$ cat src/rtl/evcnt_pkg.sv
// Shared types and default constants for the event-count controller.
// The optional inactivity timeout is enabled by defining EVCNT_TIMEOUT_EN.
package evcnt_pkg;

  // Controller states; encodings are fixed so waveforms read the same in every build.
  typedef enum logic [1:0] {
    IDLE  = 2'b00,
    COUNT = 2'b01,
    DONE  = 2'b10
  } state_t;

  // Default parameter values for the top level.
  localparam int DEF_WIDTH     = 4;
  localparam int DEF_TIMEOUT   = 16;
  localparam int DEF_TIMEOUT_W = 8;

endpackage

$ cat src/rtl/evcnt_counter.sv
// Plain up-counter with asynchronous reset, synchronous clear and count enable.
// Clear wins over enable so a restart always begins from zero.
module evcnt_counter #(
  parameter int WIDTH = 4
) (
  input  logic             clk,
  input  logic             rst,
  input  logic             clr,
  input  logic             en,
  output logic [WIDTH-1:0] cnt
);

  // Count register: clear has priority, otherwise advance when enabled.
  always_ff @(posedge clk or posedge rst) begin
    // NOTE: clocked state uses non-blocking (<=) so every flop samples pre-edge values.
    if (rst) begin
      cnt <= '0;
    end else if (clr) begin
      cnt <= '0;
    end else if (en) begin
      cnt <= cnt + WIDTH'(1);
    end
  end

endmodule

$ cat src/rtl/event_count_ctrl.sv
// Event-counting controller: after a start request it counts cycles with X=1
// up to a terminal count captured at start/reload, then pulses G for one cycle.
// Supports auto-reload, abort, and (with EVCNT_TIMEOUT_EN defined) an
// inactivity timeout that abandons a run after TIMEOUT idle COUNT cycles.
module event_count_ctrl
  import evcnt_pkg::*;
#(
  parameter int WIDTH     = DEF_WIDTH,
  parameter int TIMEOUT   = DEF_TIMEOUT,
  parameter int TIMEOUT_W = DEF_TIMEOUT_W
) (
  input  logic             CLK,
  input  logic             RST,
  input  logic             S,
  input  logic             X,
  input  logic             ABORT,
  input  logic             AUTO,
  input  logic [WIDTH-1:0] TC,
  output logic             G,
  output logic [WIDTH-1:0] CNT,
  output logic             BUSY,
  output logic             TO
);

  state_t           state;
  state_t           next_state;
  logic [WIDTH-1:0] tc_q;
  logic             start;     // entering COUNT: clear counters, capture TC
  logic             cnt_en;
  logic             timeout;
  logic             to_next;

  // Event counter; it only advances while below the captured terminal count.
  evcnt_counter #(
    .WIDTH(WIDTH)
  ) u_cnt (
    .clk(CLK),
    .rst(RST),
    .clr(start),
    .en (cnt_en),
    .cnt(CNT)
  );

`ifdef EVCNT_TIMEOUT_EN
  logic [TIMEOUT_W-1:0] idle_cnt;

  // Idle counter: restarts on run entry or any event, grows on quiet COUNT cycles.
  evcnt_counter #(
    .WIDTH(TIMEOUT_W)
  ) u_idle (
    .clk(CLK),
    .rst(RST),
    .clr(start | X),
    .en ((state == COUNT) && !X),
    .cnt(idle_cnt)
  );

  assign timeout = (idle_cnt == TIMEOUT_W'(TIMEOUT));
`else
  assign timeout = 1'b0;
`endif

  // Next-state and datapath controls: abort, then terminal match, then timeout, then count.
  always_comb begin
    // NOTE: every output of this block gets a default first so no latch is inferred.
    next_state = state;
    start      = 1'b0;
    cnt_en     = 1'b0;
    to_next    = 1'b0;
    case (state)
      IDLE: begin
        if (S && !ABORT) begin
          next_state = COUNT;
          start      = 1'b1;
        end
      end
      COUNT: begin
        if (ABORT) begin
          next_state = IDLE;
        end else if (CNT == tc_q) begin
          next_state = DONE;
        end else if (timeout) begin
          next_state = IDLE;
          to_next    = 1'b1;
        end else if (X) begin
          cnt_en = 1'b1;
        end
      end
      DONE: begin
        if (ABORT) begin
          next_state = IDLE;
        end else if (AUTO) begin
          next_state = COUNT;
          start      = 1'b1;
        end else begin
          next_state = IDLE;
        end
      end
      default: next_state = IDLE;
    endcase
  end

  // State register.
  always_ff @(posedge CLK or posedge RST) begin
    if (RST) begin
      state <= IDLE;
    end else begin
      state <= next_state;
    end
  end

  // Terminal-count capture and registered status outputs derived from the next state.
  always_ff @(posedge CLK or posedge RST) begin
    if (RST) begin
      tc_q <= '0;
      G    <= 1'b0;
      BUSY <= 1'b0;
      TO   <= 1'b0;
    end else begin
      if (start) begin
        tc_q <= TC;
      end
      G    <= (next_state == DONE);
      BUSY <= (next_state != IDLE);
      TO   <= to_next;
    end
  end

endmodule

$ cat config.mk
export PLATFORM = sky130hd
export DESIGN_NAME = event_count_ctrl
export DESIGN_NICKNAME = d
export VERILOG_FILES = /design/src/rtl/evcnt_pkg.sv /design/src/rtl/evcnt_counter.sv /design/src/rtl/event_count_ctrl.sv
export SDC_FILE = /design/constraint.sdc
export NUM_CORES = 1
export LEC_CHECK = 0
export ABC_AREA = 0
export BUFFER_PORTS_ARGS = -buffer_cell sky130_fd_sc_hd__buf_4
export CORE_AREA = 2 2 39 41
export DETAILED_ROUTE_END_ITERATION = 6
export DIE_AREA = 0 0 41 43
export GPL_TIMING_DRIVEN = 1
export HOLD_SLACK_MARGIN = 0.08
export PLACE_DENSITY_LB_ADDON = 0.3
export SLEW_MARGIN = 20
export SYNTH_ARGS = -nofsm -noshare
export SYNTH_HDL_FRONTEND = slang
export SYNTH_SLANG_ARGS = --single-unit
$ cat constraint.sdc
create_clock -name CLK -period 1.8 [get_ports CLK]
set_input_delay 0.09 -clock CLK [delete_from_list [all_inputs] [get_ports CLK]]
set_output_delay 0.09 -clock CLK [all_outputs]
set_load 0.005 [all_outputs]
==> reports/results.tsv <==
metric	value	unit
io_pins	17	
fin_skew	0.00354	ns
route.detailed.drc	0	
gp_congestion	0.652	
hold_end	G$_DFF_PP0_	
postSynthCellCount	48	
grt_usage	15.2	%
ys_ff_latch	12	
vias_per_cell	4.94	
p_leak	0.365	nW
clkSinkCount	12	
vdd_drop_max	441	µV
dieHeight	43	µm
synth_seq_area_share	51.0	%
critPathTopFamily	compound AO/OA/AOI/OAI gates	
arrival	1.75	ns
cp.required	2.00	ns
hp-class	in2reg	
cts_buffers	3	
r2r_slack	0.25	ns
dieArea	0.00176	mm²
wirelength	959	µm
drtAntennaViolNets	0	
rows	14	
clk_pin_slew	0.07	ns
drt_pre_antenna_iters	4	
worstPathCellList	xor2_2 > o41ai_4 > o21ai_0 > a21boi_1	
dpl.cell_count	77	
crit_slowest_cell	o41ai_4	
port_buffers	15	
rsz0062_at_grt	no	
clockBufferDepth	2	
yosysWarnings	0	
rr_endpoint	u_cnt.cnt[3]$_DFFE_PP0P_	
worstPathMaxFanout	8	
start_kind	flip-flop	
status	finished clean	
multi_input_area	265	µm²
dp_hpwl	695	µm
slew_violations	0	
crit_type	reg2reg	
power.density	933	mW/mm²
grt_max_degree	13	
period_share	86.1	%
fill_cells	120	
drt_iter0_markers	5	
crit_buf_inv	0	
cts_tree	done	
clkLatencyLatePin	0.27	ns
nets	82	
hold_path_depth	3	
wire_per_inst	11.3	µm
area_delta_synth_final	32.7	%
syn_nets	59	
syn_avg_cell_area	12.3	µm²
h-tree-depth	1	
r2r_start	u_cnt.cnt[2]$_DFFE_PP0P_	
hp-start	ABORT	
period_minus_slack	1.55	ns
grt_pass1_vias	444	
endpoint_kind	flip-flop	
seqCellArea	300	µm²
start_util	42.6	%
synth_cell_types	23	
antenna_found_initial	0	
die_w	41	µm
rr_worst_depth	4	
final-setup-viol-count	0	
slowest_delay	0.52	ns
clock.fmax	0.645	GHz
cap_violations	0	
hold_viol	0	
clock_tree.root_cell	clkbuf_4	
final_cells	85	
grt_pass1_wl	1780	µm
core_area	0.00138	mm²
drive_gt1_share	39.1	%
diodes	0	
grt_overflow	0	
tns	0	ns
routed-via-count	420	
synth.cell_area	589	µm²
layer usage:
metal / part of all wire, % / global-route usage (%) / routed length, µm
met1: 44 / 19.6 / 418
met2: 51 / 22.8 / 486
met3: 5.6 / 3.14 / 54
met4: 0 / 8.00 / 0
met5: 0 / 0 / 0
worst min-delay path: cells and delay by family:
family	cells	cell delay (ns)
simple gates	2	0.18
buf+inv	1	0.08
through the flow:
| stage | hold WS (ns) | util (%) | setup WS, ns | area, µm² | total power, W |
|---|---|---|---|---|---|
| after global placement | 0.128 | 51.3 | 0.306 | 709 | 0.000570 |
| after detailed placement | 0.137 | 51.3 | 0.265 | 709 | 0.000573 |
| after CTS | 0.111 | 56.5 | 0.255 | 782 | 0.000744 |
| final | 0.124 | 56.5 | 0.250 | 782 | 0.000730 |
| after global routing | 0.123 | 56.5 | 0.0713 | 782 | 0.000796 |
| after floorplan | -0.0453 | - | 0.355 | 589 | 0.000504 |
sequential cells by signal, summed over array words and instances (netlist names):
name	count
BUSY	1
G	1
state	2
tc_q	4
u_cnt.cnt	4
power breakdown:
group,switching (W),internal (W),leakage [nW],total [W]
clock,0.0000813,0.0000773,0.0138,0.000159
combinational,0.000100,0.000106,0.196,0.000206
sequential,0.0000468,0.000318,0.155,0.000365
total,0.000228,0.000502,0.365,0.000730
how the worst max path moves through the flow:
stage / startpoint / end / cells after the start
2_1_floorplan: u_cnt.cnt[2]$_DFFE_PP0P_ / u_cnt.cnt[3]$_DFFE_PP0P_ / 4
3_3_place_gp: u_cnt.cnt[2]$_DFFE_PP0P_ / u_cnt.cnt[3]$_DFFE_PP0P_ / 4
3_5_place_dp: u_cnt.cnt[2]$_DFFE_PP0P_ / u_cnt.cnt[3]$_DFFE_PP0P_ / 4
4_1_cts: u_cnt.cnt[2]$_DFFE_PP0P_ / u_cnt.cnt[3]$_DFFE_PP0P_ / 4
5_1_grt: u_cnt.cnt[2]$_DFFE_PP0P_ / u_cnt.cnt[3]$_DFFE_PP0P_ / 4
6_report: u_cnt.cnt[2]$_DFFE_PP0P_ / u_cnt.cnt[3]$_DFFE_PP0P_ / 4
cells in the final DEF, fill, tap and decap left out:
cell / netlist / layout
a21boi_1: 1 / 1
and4bb_2: 1 / 1
buf_4: 1 / 15
clkbuf_4: 0 / 3
conb_1: 1 / 1
dfrtp_1: 12 / 12
dlygate4sd3_1: 0 / 5
ha_1: 1 / 1
inv_1: 3 / 3
mux2_2: 4 / 4
mux2i_1: 1 / 1
nand2_1: 1 / 1
nand3_1: 3 / 3
nor2_1: 2 / 2
nor4_1: 1 / 1
o211ai_1: 1 / 1
o21ai_0: 4 / 4
o31ai_1: 1 / 1
o41ai_4: 1 / 1
or3_1: 2 / 2
or3b_2: 1 / 1
or4_1: 1 / 1
xor2_1: 2 / 2
xor2_2: 2 / 2
synth_stat cells:
library cell | count | share of area (%)
dfrtp_1 | 12 | 51
mux2_2 | 4 | 7.6
o21ai_0 | 4 | 3.4
inv_1 | 3 | 1.9
nand3_1 | 3 | 2.5
nor2_1 | 2 | 1.3
or3_1 | 2 | 2.1
xor2_1 | 2 | 3.0
xor2_2 | 2 | 5.5
a21boi_1 | 1 | 1.3
and4bb_2 | 1 | 2.1
buf_2 | 1 | 0.85
buf_4 | 1 | 1.3
conb_1 | 1 | 0.64
ha_1 | 1 | 2.1
mux2i_1 | 1 | 1.7
nand2_1 | 1 | 0.64
nor4_1 | 1 | 1.1
o211ai_1 | 1 | 1.3
o31ai_1 | 1 | 1.3
o41ai_4 | 1 | 4.7
or3b_2 | 1 | 1.5
or4_1 | 1 | 1.3
timing repair:
item | in CTS | in global routing
hold endpoints to repair | 16 | 0
hold buffers | 5 | 0
setup buffers | 0 | 0
resized for setup | 0 | 0
kinds of logic after synthesis:
kind of cell / after synthesis / share of synthesized area, %
fa+ha+maj: 1 / 2.12
simple gates: 12 / 12.5
buf+inv: 5 / 4.03
compound gates: 8 / 11.9
flops: 12 / 51.0
xor+xnor: 4 / 8.49
mux: 5 / 9.34
other cells: 1 / 0.636
cell type report:
type,instances,share of cell area (%)
repair buffers,20,20.8
inverters,3,1.44
well taps,16,2.56
clock buffers,3,2.88
flip-flops and latches,12,38.4
multi-input cells,31,33.9
(Power assumes the default switching activity.)
